--- config.mk ---
export PLATFORM = sky130hd
export DESIGN_NAME = snake_game_sequencer_flat
export DESIGN_NICKNAME = d
export VERILOG_FILES = /design/src/rtl/snake_pkg.sv /design/src/rtl/snake_game_sequencer_if.sv /design/src/rtl/snake_dir_queue.sv /design/src/rtl/snake_game_sequencer.sv /design/src/flat_wrapper.sv
export SDC_FILE = /design/constraint.sdc
export NUM_CORES = 1
export LEC_CHECK = 0
export BUFFER_PORTS_ARGS = -buffer_cell sky130_fd_sc_hd__buf_2
export CORE_ASPECT_RATIO = 1.25
export CORE_UTILIZATION = 33
export CTS_BUF_LIST = sky130_fd_sc_hd__clkbuf_8
export DETAILED_ROUTE_END_ITERATION = 8
export PLACE_DENSITY_LB_ADDON = 0.05
export REMOVE_ABC_BUFFERS = 1
export SYNTH_ARGS = -nofsm -noshare
export SYNTH_HDL_FRONTEND = slang
export SYNTH_HIERARCHICAL = 1
export SYNTH_SLANG_ARGS = --single-unit
--- constraint.sdc ---
create_clock -name i_Clk -period 4.6 [get_ports i_Clk]
set_input_delay 0.23 -clock i_Clk [delete_from_list [all_inputs] [get_ports i_Clk]]
set_output_delay 0.23 -clock i_Clk [all_outputs]
set_load 0.05 [all_outputs]
--- src/rtl/snake_pkg.sv ---
// Shared snake definitions: run states, one-hot directions
// and the opposite-direction helper.
package snake_pkg;

    typedef enum logic [1:0] {
        S_IDLE  = 2'd0,
        S_RUN   = 2'd1,
        S_PAUSE = 2'd2,
        S_OVER  = 2'd3
    } state_e;

    localparam logic [3:0] DIR_UP    = 4'b0001;
    localparam logic [3:0] DIR_DOWN  = 4'b0010;
    localparam logic [3:0] DIR_LEFT  = 4'b0100;
    localparam logic [3:0] DIR_RIGHT = 4'b1000;

    function automatic logic [3:0] opposite(input logic [3:0] d);
        return {d[2], d[3], d[0], d[1]};
    endfunction

endpackage

--- src/rtl/snake_game_sequencer_if.sv ---
// Button/game-logic bundle of the snake run-control sequencer.
// slave = sequencer side, master = buttons plus game logic.
interface snake_game_sequencer_if;
    logic [3:0]  i_Buttons;
    logic        i_Start;
    logic        i_Kill;
    logic [15:0] i_Score;
    logic        o_Tick;
    logic [3:0]  o_Direction;
    logic        o_GameRst;
    logic [1:0]  o_State;

    modport master (
        output i_Buttons, i_Start, i_Kill, i_Score,
        input  o_Tick, o_Direction, o_GameRst, o_State
    );

    modport slave (
        input  i_Buttons, i_Start, i_Kill, i_Score,
        output o_Tick, o_Direction, o_GameRst, o_State
    );
endinterface

--- src/rtl/snake_dir_queue.sv ---
// Two-entry direction FIFO that drops duplicate and reversing
// presses relative to the tail (or the applied direction).
module snake_dir_queue
    import snake_pkg::*;
(
    input  logic       clk_i,
    input  logic       rst_ni,
    input  logic       clear_i,
    input  logic       push_i,
    input  logic [3:0] dir_i,
    input  logic       pop_i,
    input  logic [3:0] cur_i,
    output logic [3:0] head_o,
    output logic [1:0] count_o
);

    logic [3:0] e0_q, e1_q, e0_d, e1_d;
    logic [1:0] cnt_q, cnt_d;
    logic [3:0] ref_dir;
    logic       accept;

    always_comb begin
        ref_dir = cur_i;
        if (cnt_q == 2'd1) ref_dir = e0_q;
        if (cnt_q == 2'd2) ref_dir = e1_q;
        accept = push_i && (cnt_q != 2'd2)
              && (dir_i != ref_dir)
              && (dir_i != opposite(ref_dir));
        e0_d  = e0_q;
        e1_d  = e1_q;
        cnt_d = cnt_q;
        // Reference and capacity are judged before the pop
        if (pop_i && cnt_q != 2'd0) begin
            e0_d  = e1_q;
            cnt_d = cnt_q - 2'd1;
        end
        if (accept) begin
            if (cnt_d == 2'd0) e0_d = dir_i;
            else               e1_d = dir_i;
            cnt_d = cnt_d + 2'd1;
        end
        if (clear_i) cnt_d = 2'd0;
    end

    always_ff @(posedge clk_i) begin
        if (!rst_ni) begin
            e0_q  <= DIR_RIGHT;
            e1_q  <= DIR_RIGHT;
            cnt_q <= 2'd0;
        end else begin
            e0_q  <= e0_d;
            e1_q  <= e1_d;
            cnt_q <= cnt_d;
        end
    end

    assign head_o  = e0_q;
    assign count_o = cnt_q;

endmodule

--- src/rtl/snake_game_sequencer.sv ---
// Snake run-control: FSM, edge detect, move-tick timer, game reset.
// SNAKE_SPEEDUP_EN shortens the move period as the score grows.
module snake_game_sequencer
    import snake_pkg::*;
#(
    parameter int TICK_DIV    = 5323500,
    parameter int MIN_DIV     = 2661750,
    parameter int SPEED_STEP  = 133088,
    parameter int SCORE_SHIFT = 2
) (
    input  logic                  i_Clk,
    input  logic                  i_Rst,
    snake_game_sequencer_if.slave bus
);

    localparam int CW = $clog2(TICK_DIV + 1);

    state_e          state_q;
    logic [3:0]      btn_q, press_q, rise;
    logic            start_q, start_edge_q;
    logic [CW-1:0]   cnt_q, period_q, new_period;
    logic            tick_q, gamerst_q;
    logic [3:0]      dir_q, q_head;
    logic [1:0]      q_count;
    logic            at_end, q_push, q_pop, q_clear;

    assign rise   = bus.i_Buttons & ~btn_q;
    assign at_end = cnt_q >= (period_q - 1'b1);
    assign q_pop  = (state_q == S_RUN) && !bus.i_Kill
                 && !start_edge_q && at_end;
    assign q_push = (state_q == S_RUN) && (|press_q);
    assign q_clear = start_edge_q
                  && (state_q == S_IDLE || state_q == S_OVER);

`ifdef SNAKE_SPEEDUP_EN
    logic [31:0] reduce;
    always_comb begin
        reduce = 32'(bus.i_Score >> SCORE_SHIFT) * 32'(SPEED_STEP);
        // Clamp also covers reduce > TICK_DIV (unsigned underflow)
        if (reduce >= 32'(TICK_DIV)
            || (32'(TICK_DIV) - reduce) < 32'(MIN_DIV))
            new_period = CW'(MIN_DIV);
        else
            new_period = CW'(32'(TICK_DIV) - reduce);
    end
`else
    logic unused_cfg;
    assign unused_cfg = ^{bus.i_Score, MIN_DIV, SPEED_STEP, SCORE_SHIFT};
    assign new_period = CW'(TICK_DIV);
`endif

    snake_dir_queue u_queue (
        .clk_i   (i_Clk),
        .rst_ni  (i_Rst),
        .clear_i (q_clear),
        .push_i  (q_push),
        .dir_i   (press_q),
        .pop_i   (q_pop),
        .cur_i   (dir_q),
        .head_o  (q_head),
        .count_o (q_count)
    );

    always_ff @(posedge i_Clk) begin
        if (!i_Rst) begin
            state_q      <= S_IDLE;
            btn_q        <= '0;
            press_q      <= '0;
            start_q      <= 1'b0;
            start_edge_q <= 1'b0;
            cnt_q        <= '0;
            period_q     <= CW'(TICK_DIV);
            tick_q       <= 1'b0;
            gamerst_q    <= 1'b0;
            dir_q        <= DIR_RIGHT;
        end else begin
            btn_q        <= bus.i_Buttons;
            start_q      <= bus.i_Start;
            start_edge_q <= bus.i_Start & ~start_q;
            press_q      <= $onehot(rise) ? rise : 4'b0000;
            tick_q       <= 1'b0;
            unique case (state_q)
                S_IDLE: begin
                    gamerst_q <= 1'b0;
                    if (start_edge_q) begin
                        state_q   <= S_RUN;
                        gamerst_q <= 1'b1;
                        cnt_q     <= '0;
                        period_q  <= new_period;
                        dir_q     <= DIR_RIGHT;
                    end
                end
                S_RUN: begin
                    if (bus.i_Kill) begin
                        state_q <= S_OVER;
                    end else if (start_edge_q) begin
                        state_q <= S_PAUSE;
                    end else if (at_end) begin
                        tick_q   <= 1'b1;
                        cnt_q    <= '0;
                        period_q <= new_period;
                        if (q_count != 2'd0) dir_q <= q_head;
                    end else begin
                        cnt_q <= cnt_q + 1'b1;
                    end
                end
                S_PAUSE: begin
                    if (start_edge_q) state_q <= S_RUN;
                end
                S_OVER: begin
                    if (start_edge_q) begin
                        state_q   <= S_IDLE;
                        gamerst_q <= 1'b0;
                    end
                end
            endcase
        end
    end

    assign bus.o_Tick      = tick_q;
    assign bus.o_Direction = dir_q;
    assign bus.o_GameRst   = gamerst_q;
    assign bus.o_State     = state_q;

endmodule

--- src/flat_wrapper.sv ---
// flat-port wrapper written by rule: the top's interface ports become plain ports
module snake_game_sequencer_flat import snake_pkg::*;
#(
    parameter int TICK_DIV    = 5323500,
    parameter int MIN_DIV     = 2661750,
    parameter int SPEED_STEP  = 133088,
    parameter int SCORE_SHIFT = 2
)
  (i_Clk, i_Rst, bus_i_Buttons, bus_i_Start, bus_i_Kill, bus_i_Score, bus_o_Tick, bus_o_Direction, bus_o_GameRst, bus_o_State);
  snake_game_sequencer_if bus_i ();
  input  logic i_Clk;
  input  logic i_Rst;
  input wire logic [$bits(bus_i.i_Buttons)-1:0] bus_i_Buttons;
  input wire logic [$bits(bus_i.i_Start)-1:0] bus_i_Start;
  input wire logic [$bits(bus_i.i_Kill)-1:0] bus_i_Kill;
  input wire logic [$bits(bus_i.i_Score)-1:0] bus_i_Score;
  output wire logic [$bits(bus_i.o_Tick)-1:0] bus_o_Tick;
  output wire logic [$bits(bus_i.o_Direction)-1:0] bus_o_Direction;
  output wire logic [$bits(bus_i.o_GameRst)-1:0] bus_o_GameRst;
  output wire logic [$bits(bus_i.o_State)-1:0] bus_o_State;
  assign bus_i.i_Buttons = bus_i_Buttons;
  assign bus_i.i_Start = bus_i_Start;
  assign bus_i.i_Kill = bus_i_Kill;
  assign bus_i.i_Score = bus_i_Score;
  assign bus_o_Tick = bus_i.o_Tick;
  assign bus_o_Direction = bus_i.o_Direction;
  assign bus_o_GameRst = bus_i.o_GameRst;
  assign bus_o_State = bus_i.o_State;
  snake_game_sequencer #(.TICK_DIV(TICK_DIV), .MIN_DIV(MIN_DIV), .SPEED_STEP(SPEED_STEP), .SCORE_SHIFT(SCORE_SHIFT)) u_core (.i_Clk(i_Clk), .i_Rst(i_Rst), .bus(bus_i));
endmodule
==> results.toml <==
[layout]
area_growth_pct = 10.3
n_fill_cell = 833
finalNonFillerCells = 413
diodes = 0
finish.utilization_pct = 38.1
drive_above_1_share_pct = 12.6
nets = 353

[logic_synthesis]
async_flop_share_pct = 0
synth.avg_cell_area_um2 = 8.99
syn-cell-area_mm2 = 0.00274
yosysWarnings = 6
yosysUniqueCellTypes = 52
syn_inst = 305
synth-seq-cells = 51
seq_area_frac_synth_pct = 37.2
synth-main-ff-cell = "dfxtp_1"
synth_edf_count = 0

[flow_run]
maxCapViolCount = 0

[drt]
viasPerCell = 5.01
route.final.wire_length_mm = 5.72
drc = 0
dr.pass1.iters = 4
drt-wirelength-per-cell_um = 13.8
drt_iter0_drc = 70
via_count = 2068
antenna_left = 0

[placement]
dp_hpwl_mm = 4.11
gp_congestion = 0.770
dp_cells = 405
post-place-ws_ns = 0.740
io_buffers = 15

[setup_path]
crit_path_max_fanout = 7
critPathLaunchType = "flip-flop"
cp_common_cell = "ha_1"
worstSetupPathType = "reg -> reg"
path_cells = "ha_1 -> nor4bb_1 -> a21boi_0 -> o31ai_1 -> nor3_1 -> nor4_1 -> nand2b_1 -> xnor2_1 -> ha_1 -> nor3b_2 -> mux2i_1"
crit_path_end_kind = "flip-flop"
r2r-start = "u_core/cnt_q[0]"
max_stage_delay_ns = 0.49
critPathSlowestCell = "o31ai_1"
worst_ep_arrival_time_ns = 4.10
crit_start = "u_core/cnt_q[0]"
crit_required_ns = 4.84

[power_and_ir_drop]
cellInternalPower_uw = 748
p_per_area_mw_per_mm2 = 351
combPwrFrac_pct = 19.8
power.leakage_uw = 0.00107
ir_worst_vdd_mv = 0.213
power.switching_uw = 313
switching_share_pct = 29.5
seq_power_share_pct = 44.6
clockPowerShare_pct = 35.6

[clock_network]
hold_buffers = 0
cts_resized = 0
path_clk_slew_ns = 0.10
postCtsSetupRepairBufs = 0
clock_path_buffers = 2
cts_tree = "built"
cts_max_level = 2
clk_latency_ns = 0.30
cts_made_buffers = 5
cts_num_sinks = 51
cts_root_buf = "clkbuf_8"

[floorplan]
die_h_um = 104
ioPinCount = 32
core_mm2 = 0.00793
dieArea_mm2 = 0.00868
rows = 36
die-width_um = 83.5
start_util_pct = 34.6

[grt]
grt_use_total_pct = 13.8
busiest_layer = "met2"
grt_first_pass_wirelength_mm = 9.80
grt.met3_usage_pct = 2.46
gr-usage-met1_pct = 16.7
grt_pass1_vias = 2069
grt_max_degree = 30
antenna_found_initial = 0
met2_usage_pct = 24.8
overflow = 0

[timing]
rsz0062_at_grt = "no"
hold_viol = 0
period_share_pct = 84.1
clock_skew_ns = 0.00514
worst_slack_ns = 0.732
setup_viol = 0
finalCriticalPeriod_ns = 3.87
tightestPinTransition_ns = 0.815
maxSlewHeadroom_pct = 45.5
finalMaxSlewViolations = 0
fmax_mhz = 258
tns_ns = 0

[outcome]
run_status = "completed"

[min_path]
hold_class = "in -> reg"
hold_start = "bus_i_Buttons[1]"
[final cells by class]
type / instances / area [um2] / area share (%)
Inverter: 11 / 41.3 / 1.37
Timing Repair Buffer: 16 / 82.6 / 2.73
Clock inverter: 3 / 67.6 / 2.23
Multi-Input combinational cell: 232 / 1620 / 53.7
Tap cell: 95 / 119 / 3.93
Sequential cell: 51 / 1020 / 33.8
Clock buffer: 5 / 68.8 / 2.28
[layout by cell type (no fill, tap or decap), drive strengths merged, types with 8 or more instances in the layout]
cell,count
a21oi,8
and2,9
buf,16
dfxtp,51
ha,11
inv,10
mux2i,17
nand2,32
nor2,41
nor2b,9
nor3,8
xnor2,21
[sequential cells by signal (all words and copies together) (netlist names)]
name / count
u_core/cnt_q: 23
u_core/btn_q: 4
u_core/bus.o_Direction: 4
u_core/press_q: 4
u_core/u_queue/e1_q: 4
u_core/u_queue/head_o: 4
u_core/bus.o_State: 2
u_core/u_queue/count_o: 2
u_core/bus.o_GameRst: 1
u_core/bus.o_Tick: 1
u_core/start_edge_q: 1
u_core/start_q: 1
[cell families (layout without fill, tap and decap cells)]
group                    count (synthesis)  after routing  synth area share (%)
AO/OA/AOI/OAI                           33             33                  10.2
XOR/XNOR                                26             26                  8.31
adder cells (fa/ha/maj)                 12             12                  5.75
buffers and inverters                   22             35                  3.51
flip-flops                              51             51                  37.2
multiplexers                            24             24                  9.22
AND/OR/NAND/NOR                        137            137                  25.8
[Yosys cell counts (all sizes together) (2+ instances only)]
cell,n,area share (%)
a21oi,8,1.5
nand2b,6,1.4
nand2,32,4.4
dfxtp,51,37
nor4,5,1.7
and3,3,0.68
o41ai,2,2.0
or4b,2,0.73
o2111ai,2,0.64
and2,9,2.1
a31oi,3,0.68
clkbuf,7,0.96
nor2,41,5.6
nor3,8,1.5
ha,11,5.0
a21boi,2,0.55
mux2i,17,6.3
xnor2,21,6.7
o31ai,2,0.55
a2111oi,4,1.5
nor3b,4,1.3
nand4,4,0.91
inv,10,1.4
nand3,7,1.3
mux2,7,2.9
buf,4,1.0
xor2,5,1.6
o21ai,5,1.0
nor2b,9,2.1
[critical path: cells and delay by family (launching register included)]
| family | cells | cell delay [ns] |
|---|---|---|
| adders and majority gates | 2 | 0.50 |
| xor gates and xnor gates | 1 | 0.36 |
| muxes | 1 | 0.24 |
| DFF | 1 | 0.40 |
| and+or+nand+nor | 5 | 1.68 |
| AOI/OAI and AO/OA | 2 | 0.62 |
[path summary, 6_finish.rpt]
check,to,slack (ns),cells past startpoint
setup / recovery,u_core/u_queue/head_o[0],0.73,11
hold / removal,u_core/btn_q[1],0.14,2
setup reg to reg,u_core/u_queue/head_o[0],0.73,11
hold reg to reg,u_core/start_edge_q,0.39,1
[per-stage QoR]
stage	power [uW]	hold WS, ns	cell area (um2)
CTS	1080	0.125	3020
floorplan	642	0.352	2690
detailed placement	695	0.378	2890
global route	1120	0.124	3020
global placement	695	0.374	2890
finish	1060	0.139	3020
[metal layers]
metal,up-vias,part of all wire [%]
met5,-,0
met4,0,0.68
met3,2,1.5
met2,11,50
met1,982,48
li1,1073,-
[power by group through the flow]
stage	clock network [uW]	registers [uW]	logic, uW
2_1_floorplan	0	504	138
3_3_place_gp	0	484	211
3_5_place_dp	0	483	212
4_1_cts	390	473	212
5_1_grt	407	477	234
6_report	377	473	210
No activity file was read; power rests on OpenSTA's default activity.
